`config.mk`:
```
export PLATFORM = sky130hd
export DESIGN_NAME = rand_byte_fifo_flat
export DESIGN_NICKNAME = d
export VERILOG_FILES = /design/src/rtl/trng_pkg.sv /design/src/rtl/rand_byte_fifo_if.sv /design/src/rtl/rct_health_test.sv /design/src/rtl/rand_byte_fifo.sv /design/src/flat_wrapper.sv
export SDC_FILE = /design/constraint.sdc
export NUM_CORES = 1
export LEC_CHECK = 0
export BUFFER_PORTS_ARGS = -buffer_cell sky130_fd_sc_hd__clkbuf_2
export CAP_MARGIN = 20
export CORE_MARGIN = 2
export CORE_UTILIZATION = 49
export CTS_CLUSTER_DIAMETER = 60
export CTS_CLUSTER_SIZE = 24
export DETAILED_ROUTE_END_ITERATION = 10
export PLACE_DENSITY = 0.67
export SLEW_MARGIN = 5
export SYNTH_ARGS = -nofsm -noshare
export SYNTH_HDL_FRONTEND = slang
export SYNTH_SLANG_ARGS = --single-unit
```
`constraint.sdc`:
```
create_clock -name clk -period 4.01 [get_ports clk]
set_clock_uncertainty 0.1 [all_clocks]
set_input_delay 0.2005 -clock clk [delete_from_list [all_inputs] [get_ports clk]]
set_output_delay 0.2005 -clock clk [all_outputs]
set_load 0.02 [all_outputs]
```
`src/rtl/trng_pkg.sv`:
```
// Shared types and default sizing for the TRNG post-processing path.
package trng_pkg;

    typedef logic [7:0] byte_t;

    localparam int unsigned TRNG_FIFO_DEPTH = 16;
    localparam int unsigned TRNG_RCT_CUTOFF = 4;

endpackage

```
`src/rtl/rand_byte_fifo_if.sv`:
```
// Byte-stream bundle: collector strobe in, valid/ready head out, status flags.
interface rand_byte_fifo_if
    import trng_pkg::*;
#(
    parameter int unsigned DEPTH = TRNG_FIFO_DEPTH
);
    localparam int unsigned CNT_W = $clog2(DEPTH) + 1;

    logic             byte_ready;
    byte_t            rand_byte;
    logic             m_valid;
    byte_t            m_data;
    logic             m_ready;
    logic [CNT_W-1:0] level;
    logic             overflow;
    logic             health_fail;
    logic             clear;

    modport master (
        output byte_ready, rand_byte, m_ready, clear,
        input  m_valid, m_data, level, overflow, health_fail
    );

    modport slave (
        input  byte_ready, rand_byte, m_ready, clear,
        output m_valid, m_data, level, overflow, health_fail
    );

endinterface

```
`src/rtl/rct_health_test.sv`:
```
// Repetition-count health test over a byte stream.
module rct_health_test
    import trng_pkg::*;
#(
    parameter  int unsigned RCT_CUTOFF = TRNG_RCT_CUTOFF,
    localparam int unsigned RUN_W      = $clog2(RCT_CUTOFF + 1)
) (
    input  logic             clk,
    input  logic             rst,
    input  logic             clear,
    input  logic             in_valid,
    input  byte_t            in_byte,
    output logic             fail_next,
    output logic [RUN_W-1:0] run_count
);
    byte_t            last_byte_q, last_byte_d;
    logic             last_valid_q, last_valid_d;
    logic [RUN_W-1:0] run_q, run_d;

    // Next run state: clear restarts first so a same-cycle byte begins a fresh run.
    always_comb begin
        last_byte_d  = last_byte_q;
        last_valid_d = last_valid_q;
        run_d        = run_q;
        if (clear) begin
            last_valid_d = 1'b0;
            run_d        = '0;
        end
        if (in_valid) begin
            if (last_valid_d && (in_byte == last_byte_q)) begin
                if (run_d < RUN_W'(RCT_CUTOFF)) begin
                    run_d = run_d + RUN_W'(1);
                end
            end else begin
                run_d        = RUN_W'(1);
                last_byte_d  = in_byte;
                last_valid_d = 1'b1;
            end
        end
        fail_next = in_valid && (run_d >= RUN_W'(RCT_CUTOFF));
    end

    // Run-tracking registers.
    always_ff @(posedge clk) begin
        if (rst) begin
            last_byte_q  <= '0;
            last_valid_q <= 1'b0;
            run_q        <= '0;
        end else begin
            last_byte_q  <= last_byte_d;
            last_valid_q <= last_valid_d;
            run_q        <= run_d;
        end
    end

    assign run_count = run_q;

endmodule

```
`src/rtl/rand_byte_fifo.sv`:
```
// Show-ahead byte FIFO gated by a repetition-count health test.
module rand_byte_fifo
    import trng_pkg::*;
#(
    parameter int unsigned DEPTH      = TRNG_FIFO_DEPTH,
    parameter int unsigned RCT_CUTOFF = TRNG_RCT_CUTOFF
) (
    input  logic                 clk,
    input  logic                 rst,
    rand_byte_fifo_if.slave      bus
);
    localparam int unsigned CNT_W = $clog2(DEPTH) + 1;
    localparam int unsigned PTR_W = $clog2(DEPTH);

    byte_t            mem [DEPTH];
    logic [PTR_W-1:0] wr_q, wr_d, rd_q, rd_d;
    logic [CNT_W-1:0] level_q, level_d;
    logic             overflow_q, overflow_d;
    logic             hf_q, hf_d;

    logic             trip;
    logic             valid;
    logic             pop;
    logic             full;
    logic             wr_en;

    rct_health_test #(
        .RCT_CUTOFF (RCT_CUTOFF)
    ) u_rct (
        .clk       (clk),
        .rst       (rst),
        .clear     (bus.clear),
        .in_valid  (bus.byte_ready),
        .in_byte   (bus.rand_byte),
        .fail_next (trip),
        .run_count ()
    );

    assign valid = (level_q != '0) && !hf_q;
    assign pop   = valid && bus.m_ready;
    assign full  = (level_q == CNT_W'(DEPTH));
    // A trip takes the byte; a stale fail flag blocks writes unless cleared this cycle.
    assign wr_en = bus.byte_ready && !trip && !(hf_q && !bus.clear) && (!full || pop);

    // Pointer, level and flag next-state; a trip flushes and voids any pop.
    always_comb begin
        wr_d       = wr_q;
        rd_d       = rd_q;
        level_d    = level_q;
        overflow_d = (overflow_q && !bus.clear) || (bus.byte_ready && full && !pop);
        hf_d       = (hf_q && !bus.clear) || trip;
        if (trip) begin
            wr_d    = '0;
            rd_d    = '0;
            level_d = '0;
        end else begin
            if (wr_en) begin
                wr_d = wr_q + PTR_W'(1);
            end
            if (pop) begin
                rd_d = rd_q + PTR_W'(1);
            end
            if (wr_en && !pop) begin
                level_d = level_q + CNT_W'(1);
            end else if (pop && !wr_en) begin
                level_d = level_q - CNT_W'(1);
            end
        end
    end

    // Control registers.
    always_ff @(posedge clk) begin
        if (rst) begin
            wr_q       <= '0;
            rd_q       <= '0;
            level_q    <= '0;
            overflow_q <= 1'b0;
            hf_q       <= 1'b0;
        end else begin
            wr_q       <= wr_d;
            rd_q       <= rd_d;
            level_q    <= level_d;
            overflow_q <= overflow_d;
            hf_q       <= hf_d;
        end
    end

    // Storage array; contents past the level are never presented.
    always_ff @(posedge clk) begin
        if (wr_en && !rst) begin
            mem[wr_q] <= bus.rand_byte;
        end
    end

    assign bus.m_valid     = valid;
    assign bus.m_data      = valid ? mem[rd_q] : '0;
    assign bus.level       = level_q;
    assign bus.overflow    = overflow_q;
    assign bus.health_fail = hf_q;

endmodule

```
`src/flat_wrapper.sv`:
```
// flat-port wrapper written by rule: the top's interface ports become plain ports
module rand_byte_fifo_flat import trng_pkg::*;
#(
    parameter int unsigned DEPTH      = TRNG_FIFO_DEPTH,
    parameter int unsigned RCT_CUTOFF = TRNG_RCT_CUTOFF
)
  (clk, rst, bus_byte_ready, bus_rand_byte, bus_m_ready, bus_clear, bus_m_valid, bus_m_data, bus_level, bus_overflow, bus_health_fail);
  rand_byte_fifo_if #(.DEPTH(DEPTH)) bus_i ();
  input  logic clk;
  input  logic rst;
  input wire logic [$bits(bus_i.byte_ready)-1:0] bus_byte_ready;
  input wire logic [$bits(bus_i.rand_byte)-1:0] bus_rand_byte;
  input wire logic [$bits(bus_i.m_ready)-1:0] bus_m_ready;
  input wire logic [$bits(bus_i.clear)-1:0] bus_clear;
  output wire logic [$bits(bus_i.m_valid)-1:0] bus_m_valid;
  output wire logic [$bits(bus_i.m_data)-1:0] bus_m_data;
  output wire logic [$bits(bus_i.level)-1:0] bus_level;
  output wire logic [$bits(bus_i.overflow)-1:0] bus_overflow;
  output wire logic [$bits(bus_i.health_fail)-1:0] bus_health_fail;
  assign bus_i.byte_ready = bus_byte_ready;
  assign bus_i.rand_byte = bus_rand_byte;
  assign bus_i.m_ready = bus_m_ready;
  assign bus_i.clear = bus_clear;
  assign bus_m_valid = bus_i.m_valid;
  assign bus_m_data = bus_i.m_data;
  assign bus_level = bus_i.level;
  assign bus_overflow = bus_i.overflow;
  assign bus_health_fail = bus_i.health_fail;
  rand_byte_fifo #(.DEPTH(DEPTH), .RCT_CUTOFF(RCT_CUTOFF)) u_core (.clk(clk), .rst(rst), .bus(bus_i));
endmodule
```
After elaboration in Yosys (flattened, before gate mapping)
Memories as Yosys holds them, arrays and structs flattened. A register that Yosys moved wholly into a read port is not among the register bits. Index checks and enable logic that the tools add are counted.

Input port bits: 13. Logic and storage cells: 62. Flip-flop bits (word level): 27. Bits in writable memories: 128. Output and inout port bits: 16. Memories kept: 1.

Magnitude comparators: 2. Equality and inequality tests: 2. Reduce and logical (&&, ||, !) cells: 29. Mux-type cells: 14. $add $sub $neg: 5. Bitwise gates (word level): 1.

Memory list: u_core.mem (words 16, width 8, read ports 1, clocked after Yosys merged registers in 1, write ports 1, line rand_byte_fifo.sv:15) `byte_t mem [DEPTH];`.

Operators by type and width (number): logical AND 1 bit (14); two-way mux 3 bit (4); two-way mux 5 bit (2); adder 4 x 1 -> 4 bit (second input constant) (2); equality test 8 bit (1); logical NOT 1 bit (8); two-way mux 4 bit (2); two-way mux 8 bit (1); adder 5 x 1 -> 5 bit (second input constant) (1); equality test 5 bit (second input constant) (1); two-way mux 1 bit (5); nonzero test 5 bit (1); subtractor 5 x 1 -> 5 bit (second input constant) (1); adder 3 x 1 -> 3 bit (second input constant) (1); >= comparator 3 bit (second input constant) (1); logical OR 1 bit (3); < comparator 3 bit (second input constant) (1); AND reduction 2 bit (1); nonzero test 2 bit (1); OR reduction 2 bit (1); inverter 1 bit (1).

Logic depth before layout (Yosys ltp)
Depth after elaboration: 15. Depth in mapped cells: 17. Depth with buffers taken out: 15.

Hierarchy
Synthesis repeated with hierarchy kept, for this count alone.

Cells, all modules: 444. Area total of the unflattened synthesis: 6774.0 um^2.

Modules (own cells, without submodules): rand_byte_fifo (instances 1, cells each 372, seq. area each 4224.1 um^2, area an instance 6108.4 um^2); rct_health_test (instances 1, cells each 72, seq. area each 240.2 um^2, area an instance 665.6 um^2).

Worst setup path before layout
No wires, ideal clock.

Path kind: reg-to-reg. Start point: reg u_core.u_rct.run_q[0], in the netlist u_core.u_rct.run_count[0]. End point: reg u_core.level_q[4], in the netlist u_core.bus.level[4]. Cell stages (with the launch flop): 17. Buffers on the path: 2. Required time: 3793 ps. Setup time: 117 ps. Arrival: 3115 ps. Clock period less this slack: 3332 ps. Slack: 678 ps. Path through: dfxtp_1 nor2b_1 ha_1 a21oi_1 or4_1 nand2_2 buf_4 inv_2 ha_1 clkbuf_1 xnor2_1 ha_1 or3_1 a21oi_1 o21ai_0 xnor2_1 nor2_1.

Word-level cells in the longest chain between the ends: 14. Elaborated cells between the ends (all ways): 18. Classes of those cells: add/sub (1); order compare (2); mux (5); reduce/logical (10).

RTL lines: start: declaration (line rct_health_test.sv:18) `logic [RUN_W-1:0] run_q, run_d;`; start signal: assignment (line rct_health_test.sv:52) `run_q <= run_d;`; two-way mux 3 bit * (line rct_health_test.sv:25) `if (clear) begin`; adder 3 x 1 -> 3 bit or < comparator 3 bit (tied branches) (line rct_health_test.sv:32, rct_health_test.sv:31); two-way mux 3 bit (line rct_health_test.sv:31) `if (run_d < RUN_W'(RCT_CUTOFF)) begin`; two-way mux 3 bit (line rct_health_test.sv:30) `if (last_valid_d && (in_byte == last_byte_q)) begin`; two-way mux 3 bit * (line rct_health_test.sv:29) `if (in_valid) begin`; >= comparator 3 bit * (line rct_health_test.sv:40) `fail_next = in_valid && (run_d >= RUN_W'(RCT_CUTOFF));`; logical AND 1 bit * (line rct_health_test.sv:40); logical NOT 1 bit * (line rand_byte_fifo.sv:43) `assign wr_en = bus.byte_ready && !trip && !(hf_q && !bus.clear) && (!full || pop);`; logical AND 1 bit * (3 in a row) (line rand_byte_fifo.sv:43); net u_core.wr_en (line rand_byte_fifo.sv:25) `logic wr_en;`; logical NOT 1 bit (line rand_byte_fifo.sv:65) `end else if (pop && !wr_en) begin`; logical AND 1 bit (line rand_byte_fifo.sv:65); nonzero test 2 bit (no source line); end signal: assignment (line rand_byte_fifo.sv:82) `level_q <= level_d;`; end: declaration (line rand_byte_fifo.sv:17) `logic [CNT_W-1:0] level_q, level_d;`.

Mark *: on every way through the listed nets, which the timed path passes. The rest lies on a longest branch. A chain may end at the register's enable or synchronous reset.

Worst setup path after layout
Same ends and word-level chain as after synthesis.

==> out/summary.txt <==
Post-synth EDFFs - 128
Cell area after placement - 0.00709 sq mm
Post-route insts no fill - 625
Tmin final - 3.31 ns
CTS resizes - 0
Critical Path Slowest Stage Cell - or4_1
Setup WS post-layout - 0.700 ns
Ports - 29
Crit path launch type - flop
Crit path kind - flop to flop
Ys flop type - edfxtp_1
Nets - 458
Clock network power share - 35.4%
Pin count of the biggest net entering global routing - 21
Hold Path Class - input port to flop
Wire per inst - 22.1 microns
Pwr dens - 570 mW/mm^2
Iteration-0 DRC Markers - 275
Ys async rst share - 0%
Worst Max-Slew Pin Slew - 1.04 ns
Port bufs - 28
CP Data Required Time - 4.19 ns
Area delta synth->final - 15.3%
RSZ-0062 raised after global routing - false
Worst path most repeated cell - ha_1
Final Max Slew Viols - 0
Met2 Wirelength - 6880 microns
Die Footprint - 0.0145 sq mm
Vias after detailed routing - 3559
Flops & latches, synth - 159
Cell Rows - 42
Syn Inst Count - 384
Max layer used - met4
Total track usage - 20.7%
Post-DRT Antenna Nets - 0
Diodes inserted - 0
Final Instance Area - 0.00765 sq mm
Width of the die - 120 microns
Core ar. - 0.0132 sq mm
Inst Count DP - 593
Combinational Power Share - 20.3%
CP bufs+invs - 1
DP HPWL - 8810 microns
Post-DR vias/cell - 5.69
Vias in the first global route - 3562
TritonCTS clock tree - done
Lkg Pwr - 2.60 nW
Crit-path leading delay family - simple AND/OR/NAND/NOR gates
Worst skew pair latency - 0.42 ns
Sequential Power Share - 44.3%
P_sw - 1.17 mW
Synth Warn # - 0
CP arrival - 3.49 ns
Final hold violation count - 0
Crit-path max FO - 10
Power Internal - 3.19 mW
Pre-CTS WS - 0.632 ns
Critical-path cell list - nor2b_1 -> ha_1 -> a21oi_1 -> or4_1 -> nand2_2 -> inv_2 -> ha_1 -> xnor2_1 -> ha_1 -> or3_1 -> a21oi_1 -> o21ai_0 -> xnor2_1 -> nor2_1
Routability Congestion - 0.782
# DRC - 0
First-pass GRT wire length - 21200 microns
Fmax - 0.302 GHz
First-pass detailed-route iteration total - 4
Worst-path clk slew - 0.06 ns
Initial core utilization - 50.1%
Max clock buf depth - 2
Distinct cells, synth - 44
Max-Cap Viols - 0
Share of layout cells above drive strength 1 - 23.4%
CTS root buf - clkbuf_16
Initial antenna violation count - 0
CTS Hold Buffers Added - 0
TritonCTS buffer count - 17
Total gr overflow - 0
Final setup TNS - 0 ns
Sw Ratio - 26.9%
Met1 Routed Length - 5870 microns
# setup viols final - 0
Mean Syn Cell Area - 17.3 sq um
# H-tree levels - 4
Postcts setup bufs - 0
Synthesized net count - 406
Status - completed
VDD IR-drop max - 0.351 mV
Most frequent cells in the layout - 128 x edfxtp_1, 30 x dfxtp_1, 28 x clkbuf_2
Core Util, Final - 57.8%
Routed WL - 13800 microns
Synthesized area - 0.00664 sq mm
Slew headroom - 30.7%
WL met3 - 799 microns
Tcrit/Tclk final - 82.5%
Seq/Total Area, Yosys - 67.2%
Die height - 120 microns
Most common cell after layout, fill and taps aside - edfxtp_1
Crit path capture type - flop
Clk sinks - 159
Slowest Stage Delay on Critical Path - 0.60 ns
-- registers in the layout (all words and copies together) (netlist names), named ones only --
name / flops
u_core.bus.overflow: 1
u_core.bus.level: 5
u_core.u_rct.run_count: 3
u_core.u_rct.last_valid_q: 1
u_core.mem: 128
u_core.rd_q: 4
u_core.u_rct.last_byte_q: 8
u_core.wr_q: 4
u_core.bus.health_fail: 1
-- layer usage --
| layer | GRT usage (%) | vias up |
|---|---|---|
| li1 | - | 1637 |
| met1 | 27.1 | 1819 |
| met2 | 34.1 | 85 |
| met3 | 5.14 | 18 |
| met4 | 7.12 | 0 |
| met5 | 0 | - |
-- logic make-up (layout without fill, tap and decap cells) --
family	Yosys count	in the layout	synth area share, %
compound gates	30	30	2.69
buf+inv	27	92	2.32
xor+xnor	16	16	2.11
fa+ha+maj	9	9	1.70
simple gates	93	93	7.50
mux	50	50	16.4
flops	159	159	67.2
-- through the flow --
step | power [mW] | hold WS (ns)
finish | 4.36 | 0.0261
global route | 4.54 | 0.0543
CTS | 4.39 | 0.0114
detailed placement | 2.86 | 0.366
global placement | 2.85 | 0.356
floorplan | 2.65 | 0.199
-- synthesized netlist by cell type, drive strengths merged (2+ instances only) --
cell      n  area, sq um
edfxtp  128         3840
xnor2    12          105
mux4     40          991
ha        9          113
or3       2         12.5
and3      2         12.5
nor2b     7         43.8
nand2     7         28.8
buf      14          105
and2      8         50.1
nor3     12         60.1
a21oi    15         75.1
nand2b    8         50.1
nand3     7         35.0
o31ai     3         27.5
nand4     3         18.8
nor2     22         82.6
clkbuf    6         22.5
dfxtp    31          621
xor2      4         35.0
nor4      7         43.8
o21ai     6         30.0
a21boi    2         15.0
or4       4         30.0
mux2i    10          100
inv       7         26.3
-- layout make-up --
| cell class | instances | area [sq um] |
|---|---|---|
| fillers | 1056 | 5590 |
| flip-flops and latches | 159 | 4470 |
| multi-input cells | 198 | 2050 |
| clock buffers | 19 | 433 |
| repair buffers | 53 | 328 |
| well taps | 176 | 220 |
| clock inverters | 13 | 134 |
| inverters | 7 | 26.3 |
-- final timing paths --
check	depth (start not counted)	slack (ns)	start	endpoint
worst max register to register	14	0.70	u_core.u_rct.run_count[0]	u_core.bus.level[4]
worst min-delay path	3	0.03	bus_m_ready	u_core.rd_q[1]
worst max-delay path	14	0.70	u_core.u_rct.run_count[0]	u_core.bus.level[4]
worst min register to register	2	0.37	u_core.bus.overflow	u_core.bus.overflow
-- worst reg2reg max path, cell delays in order, from the launching register on --
cell and delay (ns):
dfxtp_1 0.34, nor2b_1 0.18, ha_1 0.18, a21oi_1 0.11
or4_1 0.60, nand2_2 0.12, inv_2 0.04, ha_1 0.29
xnor2_1 0.16, ha_1 0.24, or3_1 0.36, a21oi_1 0.14
o21ai_0 0.11, xnor2_1 0.15, nor2_1 0.06
-- power groups by stage --
stage	Combinational (mW)	Sequential (mW)	Clock, mW
6_report	0.886	1.93	1.55
5_1_grt	0.958	1.95	1.64
4_1_cts	0.899	1.93	1.56
3_5_place_dp	0.897	1.97	0
3_3_place_gp	0.884	1.96	0
2_1_floorplan	0.724	1.93	0
Power figures use the tool's default switching activity.
